[src/rtl/seg_pkg.sv]
// Shared widths and value types for the seven-segment scan controller.
package seg_pkg;

   localparam int SEG_DIGITS = 8;
   localparam int SEG_SEL_W  = 3;
   localparam int SEG_NIB_W  = 4;

   typedef logic [SEG_DIGITS*SEG_NIB_W-1:0] seg_value_t;
   typedef logic [SEG_DIGITS-1:0]           seg_mask_t;

endpackage

[src/rtl/seg_tick_div.sv]
// Refresh divider: asserts tick for one cycle every REFRESH_DIV clocks.
module seg_tick_div #(
   parameter int REFRESH_DIV = 100000
) (
   input  logic clk,
   input  logic rst_n,
   output logic tick
);

   localparam int                DIV_W    = $clog2(REFRESH_DIV);
   localparam logic [DIV_W-1:0]  DIV_LAST = DIV_W'(REFRESH_DIV - 1);

   logic [DIV_W-1:0] div_cnt;

   assign tick = (div_cnt == DIV_LAST);

   // Count 0..REFRESH_DIV-1 and wrap exactly at the last value.
   always_ff @(posedge clk) begin
      if (!rst_n) begin
         div_cnt <= '0;
      end else if (tick) begin
         div_cnt <= '0;
      end else begin
         div_cnt <= div_cnt + 1'b1;
      end
   end

endmodule

[src/rtl/seg_scan_ctrl.sv]
// Time-multiplexed 8-digit scan controller. New values are staged in a
// one-deep pending register and promoted to the displayed value only when
// the scan wraps from digit 7 to digit 0, so no frame mixes old and new data.
module seg_scan_ctrl
   import seg_pkg::*;
#(
   parameter int REFRESH_DIV = 100000
) (
   input  logic                  clk,
   input  logic                  rst_n,
   input  seg_value_t            data_in,
   input  seg_mask_t             blank_in,
   input  logic                  data_valid,
   output logic                  data_ready,
   output logic [SEG_NIB_W-1:0]  num,
   output logic [SEG_SEL_W-1:0]  sel,
   output logic                  blank,
   output logic                  frame_done
);

   localparam logic [SEG_SEL_W-1:0] SEL_LAST = SEG_SEL_W'(SEG_DIGITS - 1);

   logic       tick;
   logic       wrap;
   seg_value_t active_data;
   seg_mask_t  active_blank;
   seg_value_t pending_data;
   seg_mask_t  pending_blank;
   logic       pending_flag;

   seg_tick_div #(
      .REFRESH_DIV (REFRESH_DIV)
   ) u_tick_div (
      .clk   (clk),
      .rst_n (rst_n),
      .tick  (tick)
   );

   // The frame boundary is the tick that moves the scan off the last digit.
   assign wrap       = tick & (sel == SEL_LAST);
   assign data_ready = ~pending_flag;

   // Advance the digit index on each tick; flag the first cycle of a new frame.
   always_ff @(posedge clk) begin
      if (!rst_n) begin
         sel        <= '0;
         frame_done <= 1'b0;
      end else begin
         if (tick) begin
            sel <= sel + 1'b1;
         end
         frame_done <= wrap;
      end
   end

   // Stage accepted data; promote it to the displayed value at the frame boundary.
   // Accept and promote never coincide because ready is low while pending is full.
   always_ff @(posedge clk) begin
      if (!rst_n) begin
         active_data   <= '0;
         active_blank  <= '1;
         pending_data  <= '0;
         pending_blank <= '1;
         pending_flag  <= 1'b0;
      end else begin
         if (wrap && pending_flag) begin
            active_data   <= pending_data;
            active_blank  <= pending_blank;
            pending_flag  <= 1'b0;
         end
         if (data_valid && !pending_flag) begin
            pending_data  <= data_in;
            pending_blank <= blank_in;
            pending_flag  <= 1'b1;
         end
      end
   end

   // Select the nibble and blank bit of the digit currently being driven.
   always_comb begin
      num   = active_data[SEG_NIB_W*int'(sel) +: SEG_NIB_W];
      blank = active_blank[sel];
   end

endmodule

[config.mk]
export PLATFORM = sky130hd
export DESIGN_NAME = seg_scan_ctrl
export DESIGN_NICKNAME = d
export VERILOG_FILES = /design/src/rtl/seg_pkg.sv /design/src/rtl/seg_tick_div.sv /design/src/rtl/seg_scan_ctrl.sv
export SDC_FILE = /design/constraint.sdc
export NUM_CORES = 1
export LEC_CHECK = 0
export ABC_CLOCK_PERIOD_IN_PS = 2100
export CAP_MARGIN = 20
export CORE_MARGIN = 4
export CORE_UTILIZATION = 56
export CTS_CLUSTER_SIZE = 10
export DETAILED_ROUTE_END_ITERATION = 10
export PLACE_DENSITY = 0.8
export SLEW_MARGIN = 5
export SYNTH_ARGS = -nofsm -noshare
export SYNTH_HDL_FRONTEND = slang
export SYNTH_SLANG_ARGS = --single-unit
[constraint.sdc]
create_clock -name clk -period 2.1 [get_ports clk]
set_input_delay 0.42 -clock clk [delete_from_list [all_inputs] [get_ports clk]]
set_output_delay 0.42 -clock clk [all_outputs]
set_load 0.02 [all_outputs]
# Yosys cells after proc, flatten, opt, wreduce, memory -nomap -nowiden
# Index checks and enable logic that the tools add are counted.
# W data, S select, Z words.
# word_totals
ff_bits	102
latch_bits	0
ramBits	0
romBits	0
input_bits	43
out_inout_bits	10
word_cells	26
memories	0
# op_classes
add_sub_neg	2
mul	0
div_mod_pow	0
magnitude_cmp	1
n_eq_ne	2
shift	1
mux	4
bitwise	3
reduce_logical	5
# op_table
operator	n
$shiftx A32 B6 Y4	1
$add A17 B1 Y17 const B	1
$eq A17 B17 Y1 const B	1
$lt A3 B4 Y1 const B	1
$add A3 B1 Y3 const B	1
$bmux W1 S3	1
$eq A3 B3 Y1 const B	1
$mux W1	3
$logic_and A1 B1 Y1	2
$not A1 Y1	2
$reduce_bool A2 Y1	1
$reduce_or A2 Y1	1
$and A1 B1 Y1	1
$logic_not A1 Y1	1

# Depth between registers and ports, before layout
# logic_depth
word_depth	5
ltp_mapped	8
mapped_depth_nobuf	5

# Modules after synthesis
# From an unflattened synthesis, not the netlist that was laid out.
# hier_totals
cells_unflattened	473
area_unflattened_um2	4221.5
# by_module_without_submodules
mod	instances	cells_each	area_per_inst_um2	seq_area_each_um2
seg_scan_ctrl	1	386	3433.3	1701.6
seg_tick_div	1	87	788.3	340.3

# Worst setup path before layout
# Ideal clock, no wire load.
# synth_timing
path_type	register to output
from	register sel[0]
to	output port blank
t_arrival_ns	1.654
required_ns	1.680
path_slack_ns	0.026
stages_incl_launch_ff	4
n_path_buf	1
cell_sequence	dfxtp_1 buf_2 mux4_2 mux2_2
# synth_via
elab_chain_cells	2
# synth_rtl
item	line_no	source
start: declaration	seg_scan_ctrl.sv:16	output logic [SEG_SEL_W-1:0] sel,
start signal: assignment	seg_scan_ctrl.sv:50	sel <= sel + 1'b1;
$bmux W1 S3	seg_scan_ctrl.sv:82	blank = active_blank[sel];
$mux W1 (not written as such)	seg_scan_ctrl.sv:82	
end: declaration	seg_scan_ctrl.sv:17	output logic blank,
# No other way between the ends. The select of a mux whose other input is x is not followed.

# Final worst setup path
# Ends and elaborated chain as after synthesis.

==> summary.md <==
| Metric | Value |
|---|---|
| Synth cell types | `35` |
| Count of final setup violators | `5` |
| Period utilization | `105.2%` |
| TritonCTS buffer count | `9` |
| Gr usage total | `22.01%` |
| Worst clock skew | `0.009922 ns` |
| Hold Fails Final Rpt | `0` |
| HP Start | `pending_data[9]` |
| Cell mode on critical path | `buf_4` |
| Initial Utilization | `57.70%` |
| Initial antenna violation count | `0` |
| Crit path required time | `1.68 ns` |
| Via density | `5.845` |
| Max Slew Vio Count | `0` |
| Initial DRT Pass Iterations | `5` |
| MaxCap Viol Count | `0` |
| Fillers | `614` |
| Setup crit end | `blank` |
| Critical Path Source | `sel[0]` |
| # port buffers | `52` |
| Chip height | `97.46 microns` |
| Maximum clock insertion buffer count | `2` |
| Ports | `53` |
| First-pass GRT wire length | `17510 microns` |
| Worst-Margin Slew | `0.4792 ns` |
| Antenna diodes | `0` |
| Largest net degree at the start of global routing | `49` |
| Wire per inst | `15.87 microns` |
| Clock Pin Slew Worst Setup and Hold Paths | `0.09 ns` |
| Ratio of cells with drive above 1 in the final layout | `11.38%` |
| DRC Markers | `0` |
| Die Span X | `97.46 microns` |
| Sequential share of the synthesized area | `45.56%` |
| Vias | `3729` |
| Syn Area/Cell | `9.036 sq um` |
| Slew margin rel. | `68.06%` |
| CTS tree | `yes` |
| H-tree depth | `3` |
| Setup crit end kind | `primary output` |
| Synth Register Bits | `102` |
| Mapped Cells | `496` |
| Arr. time, crit path | `1.79 ns` |
| Final worst slack | `-0.1090 ns` |
| Post-Route Utilization | `68.56%` |
| Initial DRC Count | `224` |
| Cell Area, Synth | `4482 sq um` |
| Worst hold stages | `2` |
| Worst R2R Start | `u_tick_div.div_cnt[0]` |
| Total die area | `9498 sq um` |
| FF-to-FF path depth | `6` |
| Gr ovfl total | `0` |
| Nets | `577` |
| Min-delay worst type | `reg -> reg` |
| Worst vdd ir | `345.4 uV` |
| Detail Route Antenna Nets | `0` |
| Row count | `32` |
| Core ar. | `7767 sq um` |
| Dpl hpwl | `6557 microns` |
| Final min period | `2.209 ns` |
| Crit Path Max Fanout | `4` |
| Syn Nets | `542` |
| Reg2Reg Setup Slack | `0.25 ns` |
| CP peak stage delay | `0.49 ns` |
| WHS | `0.4728 ns` |
| Skew-Pair Late Insertion Delay | `0.36 ns` |
| Clock tree sinks | `102` |
| CTS Hold Buffers Added | `0` |
| Worst-path cell with the longest stage delay | `mux4_2` |
| Area Overhead vs Synth | `18.82%` |
| Startpoint types | `flip-flop` |
| Leakage power | `1.825 nW` |
| Status | `complete, but fails checks` |
| Reg2reg end | `active_data[8]` |
| P per Cell Area | `657.5 nW/um^2` |
| Highest Clock Rate | `452.7 MHz` |
| Routability cong. | `0.8034` |
| CTS root buf | `clkbuf_8` |
| Vias in the first global route | `3545` |
| Synth warn | `0` |
| Final wirelength | `10130 microns` |
| Failing checks | `setup timing` |
| Unrepaired setup endpoints after global routing | `true` |
| Worst-path cell chain | `buf_4 > mux4_2 > mux2_2 > buf_4` |
| CP Class | `reg -> out` |
## state kept, by name (all words and copies together), names as in the netlist
name,cells
active_blank,8
frame_done,1
pending_blank,8
sel,3
pending_flag,1
pending_data,32
u_tick_div.div_cnt,17
active_data,32
## placed cells by master, fill, tap and decap left out, types with 4 or more instances in the layout
master             n
mux4_2            10
a21boi_1          32
nor2_1            18
dfxtp_1          100
nand3_1           26
clkdlybuf4s50_1   46
buf_12             8
clkbuf_8          10
buf_6              4
xor2_1             5
nand4_1           48
a21boi_0          34
o21ai_0           34
buf_4             11
xnor2_1            9
o31ai_1            9
mux2_4             4
nand2_1           89
## how the worst min path moves through the flow
stage,endpoint
final,pending_data[9]
after global routing,pending_data[8]
after CTS,pending_blank[0]
after detailed placement,pending_blank[1]
after global placement,pending_data[15]
after floorplan,pending_blank[0]
## power by group
group / leakage [nW] / internal (W) / switching, W
registers: 0.831 / 0.00199 / 0.0000345
logic: 0.898 / 0.000133 / 0.000103
clock network: 0.0955 / 0.000584 / 0.000660
total: 1.82 / 0.00270 / 0.000798
## stage by stage
| step | TNS [ns] | cells | worst slack [ns] | total power [W] | area (sq um) |
|---|---|---|---|---|---|
| final | -0.4678 | 638 | -0.1090 | 0.003501 | 5325 |
| after global routing | -0.6650 | 638 | -0.1452 | 0.003644 | 5325 |
| after CTS | -0.5273 | 638 | -0.1206 | 0.003525 | 5321 |
| after detailed placement | -0.7521 | 621 | -0.1605 | 0.002301 | 5097 |
| after global placement | -0.6491 | 621 | -0.1332 | 0.002294 | 5097 |
| after floorplan | 0 | 496 | 0.02613 | 0.002174 | 4482 |
## critical path: cells and delay by family, from the launching register on
family	cells	cell delay [ns]
muxes	2	0.77
DFF	1	0.36
buffers and inverters	2	0.30
## cells by family after synthesis
logic type | after synthesis | share of synthesized area [%]
simple gates | 203 | 22.08
compound gates | 111 | 16.58
flops | 102 | 45.56
buf+inv | 48 | 5.918
mux | 15 | 6.281
xor+xnor | 14 | 2.736
fa+ha+maj | 3 | 0.8376
## metal layers
metal  share of wire [%]  wire, microns  vias up  GRT usage (%)
met5                   0              0        -              0
met4                 1.9            195        0          7.774
met3                 5.1            513       17          3.589
met2                  47           4747      112          34.05
met1                  46           4669     1763          31.18
li1                    -              -     1837              -
## cells in the mapped netlist, drive strengths merged
cell    instances  share of area, %
and2            3              0.42
and4bb          2              0.56
and4            1              0.20
dfxtp         102                46
or2             1              0.14
and3            4              0.67
a21boi         66                11
nor2b           1              0.14
or3             1              0.14
a21oi           2              0.22
mux2            5               1.3
or4             1              0.17
nand3          26               2.9
clkbuf         25               2.1
inv             2              0.17
ha              3              0.84
nor4b           1              0.20
nand4          48               6.7
nor4            3              0.42
xor2            5              0.98
o31ai           9               1.5
nor2           18               1.5
nor3            3              0.33
buf            21               3.7
nand2          90               7.6
o21ai          34               3.8
xnor2           9               1.8
mux4           10               5.0
## timing repair
action / in CTS / in global routing
resized for setup: 33 / 2
buffers inserted: 1 / 0
setup endpoints to repair: 5 / 6
## area by class of cell
type                    count  area [sq um]  area share (%)
repair buffers             70         753.2           14.14
clock buffers              11         141.4           2.655
flip-flops and latches    102          2044           38.39
multi-input cells         346          2192           41.17
clock inverters             5         58.81           1.104
well taps                 102         127.6           2.397
inverters                   2         7.507          0.1410
Power figures use the tool's default switching activity.
